`src/rtl/inst_mem_loader.sv`:
```
// inst_mem_loader: loads a byte stream (count, MSB-first words, XOR checksum) into instruction memory, then releases the CPU
module inst_mem_loader #(
    parameter int          DEPTH     = 64,
    parameter logic [31:0] ADDR_BASE = 32'h0000_0000
) (
    input  logic        clk,
    input  logic        rst,
    input  logic [7:0]  in_data,
    input  logic        in_valid,
    output logic        in_ready,
    output logic        im_we,
    output logic [31:0] im_addr,
    output logic [31:0] im_wdata,
    output logic        cpu_run,
    output logic        load_err,
    output logic [7:0]  words_loaded
);
    typedef enum logic [2:0] {IDLE, LOAD, WRITE, CHECK, DONE, ERROR} state_t;
    state_t      r_state, w_next;
    logic [7:0]  r_n, r_cnt, r_xor;
    logic [1:0]  r_idx;
    logic [23:0] r_word;
    logic [31:0] r_addr, r_wdata;
    logic        w_acc;
    assign w_acc        = in_valid & in_ready;
    assign in_ready     = !rst && (r_state == IDLE || r_state == LOAD || r_state == CHECK);
    assign im_we        = !rst && r_state == WRITE;
    assign cpu_run      = !rst && r_state == DONE;
    assign load_err     = !rst && r_state == ERROR;
    assign im_addr      = r_addr;
    assign im_wdata     = r_wdata;
    assign words_loaded = r_cnt;
    // State register
    always_ff @(posedge clk) begin
        r_state <= rst ? IDLE : w_next;
    end
    // Next-state: header decode, word completion, write turnaround, checksum verdict
    always_comb begin
        w_next = r_state;
        case (r_state)
            IDLE:    if (w_acc) w_next = (32'(in_data) > DEPTH) ? ERROR : (in_data == 8'd0 ? CHECK : LOAD);
            LOAD:    if (w_acc && r_idx == 2'd3) w_next = WRITE;
            WRITE:   w_next = (r_cnt + 8'd1 < r_n) ? LOAD : CHECK;
            CHECK:   if (w_acc) w_next = (in_data == r_xor) ? DONE : ERROR;
            default: w_next = r_state;
        endcase
    end
    // Datapath: word assembly, running XOR, write address/data capture, word count
    always_ff @(posedge clk) begin
        if (rst) begin
            r_n     <= '0;
            r_cnt   <= '0;
            r_xor   <= '0;
            r_idx   <= '0;
            r_word  <= '0;
            r_addr  <= '0;
            r_wdata <= '0;
        end else begin
            if (r_state == IDLE && w_acc) r_n <= in_data;
            if (r_state == LOAD && w_acc) begin
                r_idx  <= r_idx + 2'd1;
                r_word <= {r_word[15:0], in_data};
                r_xor  <= r_xor ^ in_data;
                if (r_idx == 2'd3) begin
                    r_wdata <= {r_word, in_data};
                    r_addr  <= ADDR_BASE + {22'd0, r_cnt, 2'b00};
                end
            end
            if (r_state == WRITE) r_cnt <= r_cnt + 8'd1;
        end
    end
endmodule

```
`config.mk`:
```
export PLATFORM = sky130hd
export DESIGN_NAME = inst_mem_loader
export DESIGN_NICKNAME = d
export VERILOG_FILES = /design/src/rtl/inst_mem_loader.sv
export SDC_FILE = /design/constraint.sdc
export NUM_CORES = 1
export LEC_CHECK = 0
export ABC_AREA = 1
export CAP_MARGIN = 20
export CORE_UTILIZATION = 40
export CTS_CLUSTER_DIAMETER = 50
export DETAILED_ROUTE_END_ITERATION = 8
export DONT_BUFFER_PORTS = 1
export PLACE_DENSITY = 0.54
export SLEW_MARGIN = 10
export SYNTH_ARGS = -nofsm -noshare
export SYNTH_HDL_FRONTEND = slang
export SYNTH_SLANG_ARGS = --single-unit
```
`constraint.sdc`:
```
create_clock -name clk -period 3.64 [get_ports clk]
set_input_delay 0.91 -clock clk [delete_from_list [all_inputs] [get_ports clk]]
set_output_delay 0.91 -clock clk [all_outputs]
set_load 0.02 [all_outputs]
```
### Yosys cells after proc, flatten, opt, wreduce, memory -nomap -nowiden

Index checks and enable logic that the tools add are counted.

* equal/unequal tests: 10
* bitwise logic cells: 2
* $add $sub $neg: 2
* reduce and logical (&&, ||, !) cells: 15
* order comparisons: 2
* divide/modulo/power cells: 0
* shift operators: 0
* multiplexer cells: 8
* multipliers: 0

Operator list (count)
* $mux W3: 4
* $pmux W3 S4: 1
* $add A8 B1 Y8 const B: 1
* $eq A8 B8 Y1: 1
* $gt A8 B7 Y1 const B: 1
* $logic_not A8 Y1: 1
* $lt A8 B8 Y1: 1
* $xor A8 B8 Y8: 1
* $logic_and A1 B1 Y1: 7
* $eq A3 B2 Y1 const B: 2
* $eq A3 B3 Y1 const B: 2
* $ne A2 B2 Y1 const B: 3
* $mux W2: 2
* $reduce_and A4 Y1: 1
* $reduce_bool A4 Y1: 1
* $eq A3 B1 Y1 const B: 1
* $logic_not A3 Y1: 1
* $add A2 B1 Y2 const B: 1
* $eq A2 B2 Y1 const B: 1
* $logic_or A1 B1 Y1: 2
* $reduce_and A2 Y1: 1
* $and A1 B1 Y1: 1
* $logic_not A1 Y1: 1
* $mux W1: 1

* memories kept: 0
* flip-flop bits (word level): 93
* bits of input ports: 11
* ROM bits: 0
* output and inout port bits: 76
* latch bits: 0
* RAM bits: 0

### Longest topological paths before layout

* depth in word-level cells: 8
* gate-level depth with buffers: 13

### Least setup slack after synthesis

Ideal clock, no wire load.

* path type: input -> output
* from: in rst
* to: out cpu_run
* data arrival time: 1.782 ns
* cell stages on the path: 5
* slack: 0.948 ns
* path through: buf_6 inv_1 buf_1 nand2_1 nor2_1

* longest elaborated chain between the ends: 2

Ends and longest elaborated chain
* start: declaration: RTL line 7 `input logic rst,`
* $logic_not A1 Y1: RTL line 28 `assign cpu_run = !rst && r_state == DONE;`
* $logic_and A1 B1 Y1: RTL line 28
* end: declaration: RTL line 14 `output logic cpu_run,`

Every way passes these cells.

### Worst setup path in the final report

* from: reg r_state[0]
* to: out im_we

* longest elaborated chain between the ends: 2

Ends and longest elaborated chain
* start: declaration: RTL line 19 `state_t r_state, w_next;`
* start signal: assignment: RTL line 35 `r_state <= rst ? IDLE : w_next;`
* $eq A3 B2 Y1: RTL line 27 `assign im_we = !rst && r_state == WRITE;`
* $logic_and A1 B1 Y1: RTL line 27
* end: declaration: RTL line 11 `output logic im_we,`

Every way passes these cells.

==> results.cfg <==
[timing]
min_period_ns = 2.63
finalSetupTns_ns = 0
final.setup_skew_ns = 0.0120
period_share_pct = 72.2
finalSetupViolCount = 0
hold_viol = 0
finalWorstSetupSlack_ns = 1.01
maxSlewViolCount = 0
fmax_ghz = 0.380
rsz0062_at_grt = no
tightest_slew_ns = 0.931
slew_headroom_pct = 37.9
timing.hold.ws_ns = 0.466

[yosys]
synth_cell_type_count = 28
ys_seq_area_share_pct = 46.7
synth-compound-area-share_pct = 16.2
synth_top_family_by_area = simple AND/OR/NAND/NOR gates
synthAdderAreaFrac_pct = 2.82
ys_top_cells_by_count = nand2_1 (99), dfxtp_1 (93), a21oi_1 (65), nor2_1 (65), o21ai_0 (57)
synthTopCellsByArea = dfxtp_1 (47%), nand2_1 (9.3%), a21oi_1 (8.2%), o21ai_0 (7.1%), nor2_1 (6.1%)
synth-xor-area-share_pct = 2.85
post-synth-top-count-cell = nand2_1
avgSynthCellArea_um2 = 7.70
muxShareOfSynthArea_pct = 0
synth-simple-area-share_pct = 19.1
yosysTopAreaCellShare_pct = 46.7
synth_seq_cells = 93
synth_ff_type = dfxtp_1
synthCells = 518
synth_area_um2 = 3990
synth_top_area_cell = dfxtp_1
ys_async_sr_fraction_pct = 0
synth_edf_count = 0
yosysWarnings = 0

[floorplan]
core.rowCount = 36
die_w_um = 102
die_area_um2 = 10400
start_util_pct = 41.0
die_y_um = 102
core_um2 = 9730
pin_count = 87

[placement]
postPlaceCellArea_um2 = 3940
dp_hpwl_mm = 5.85
port_buffers = 0
gp_congestion = 0.817
dp.cells = 628
pre_cts_ws_ns = 0.859

[clocking]
clk_latency_ns = 0.35
postCtsHoldBufs = 0
post_cts_buffers = 0
clk_pin_slew_ns = 0.09
clk_path_buf_depth = 2
cts_htree_levels = 3
cts_tree = built
cts_buffers = 9
cts_root_buf = clkbuf_8
cts.sinks = 93
post_cts_resized = 0

[detailed_routing]
ant_nets = 0
drtIter0Drc = 171
via_per_inst = 4.89
drc = 0
post_drt_wl_per_cell_um = 13.7
drt_wl_total_mm = 8.84
num_vias = 3144
drt_first_pass_iters = 4

[power]
p_total_mw = 2.41
ir_worst_vdd_mv = 0.220
power_leakage_nw = 1.76
cellPowerDensity_nw_per_um2 = 583

[cells_and_area]
drive_above_1_share_pct = 4.71
antenna_cells = 0
regArea_um2 = 1860
final_nets = 526
utilization_pct = 42.6
multi_input_area_um2 = 1730
stdcell_area_um2 = 4140
nFillCells = 1005
final_cells = 643
synthToLayoutAreaGrowth_pct = 3.76

[worst_setup_path]
cp.required_ns = 2.73
end_kind = output pin
critPathArrivalTime_ns = 1.72
start_kind = flop
worst-setup-path-type = flop to output pin
cp_max_fo = 12

[grt]
antenna_found_initial = 0
grt_max_degree = 60
grt_usage_pct = 17.5
grt_pass1_vias = 2733
grt_pass1_wl_mm = 14.2
overflow = 0

[flow_run]
drv_cap = 0

[worst_hold_path]
min_path_type = flop to flop

[status]
run_status = finished clean
cell usage in the layout (no fill, tap or decap), types with 3 or more instances in the layout:
| cell type | n |
|---|---|
| dfxtp_1 | 93 |
| inv_1 | 37 |
| clkbuf_8 | 9 |
| nor3_1 | 4 |
| nand3_1 | 10 |
| conb_1 | 24 |
| buf_4 | 5 |
| xor2_1 | 5 |
| xnor2_1 | 8 |
| o21ai_0 | 57 |
| nand2_1 | 99 |
| nor2_1 | 65 |
| a21oi_1 | 65 |
| ha_1 | 9 |
| nand4_1 | 3 |
power breakdown:
part / leakage [nW] / switching, mW / internal [mW]
sequential: 0.752 / 0.103 / 1.09
clock: 0.103 / 0.348 / 0.384
combinational: 0.904 / 0.324 / 0.164
total: 1.76 / 0.775 / 1.64
worst paths after layout:
check / startpoint / to / slack (ns) / cells past startpoint
setup / recovery: r_state[0] / im_we / 1.01 / 5
hold / removal: r_n[0] / r_n[0] / 0.47 / 2
setup reg to reg: r_state[1] / im_wdata[27] / 1.35 / 7
hold reg to reg: r_n[0] / r_n[0] / 0.47 / 2
worst max-delay path, cell delays in order (launching register included):
cell	delay, ns
dfxtp_1	0.37
inv_1	0.14
nand2_1	0.11
inv_1	0.09
nand2_1	0.23
nor2_1	0.43
sequential cells by signal, indices dropped and copies added (netlist names):
register	count
im_wdata	32
r_word	24
r_idx	2
words_loaded	8
r_xor	8
r_state	3
im_addr	8
r_n	8
cells by family (layout without fill, tap and decap cells):
logic type / after synthesis / after routing
compound gates: 127 / 127
xor+xnor: 13 / 13
fa+ha+maj: 9 / 9
buf+inv: 89 / 58
flops: 93 / 93
other cells: 1 / 24
simple gates: 186 / 186
metal layers:
layer / wire, µm / global-route usage [%] / vias up
met1: 4240 / 23.8 / 1438
met3: 675 / 5.54 / 8
met5: 0 / 0 / -
met2: 3850 / 27.3 / 99
met4: 71 / 3.96 / 0
li1: - / - / 1599
layout make-up:
cell class	instances	share of cell area [%]
clock buffer	11	3.17
multi-input combinational	359	41.7
clock inverter	4	1.78
sequential	93	45.0
inverter	38	3.48
tap	133	4.02
timing repair buffer	5	0.907
No activity file was read; power rests on OpenSTA's default activity.
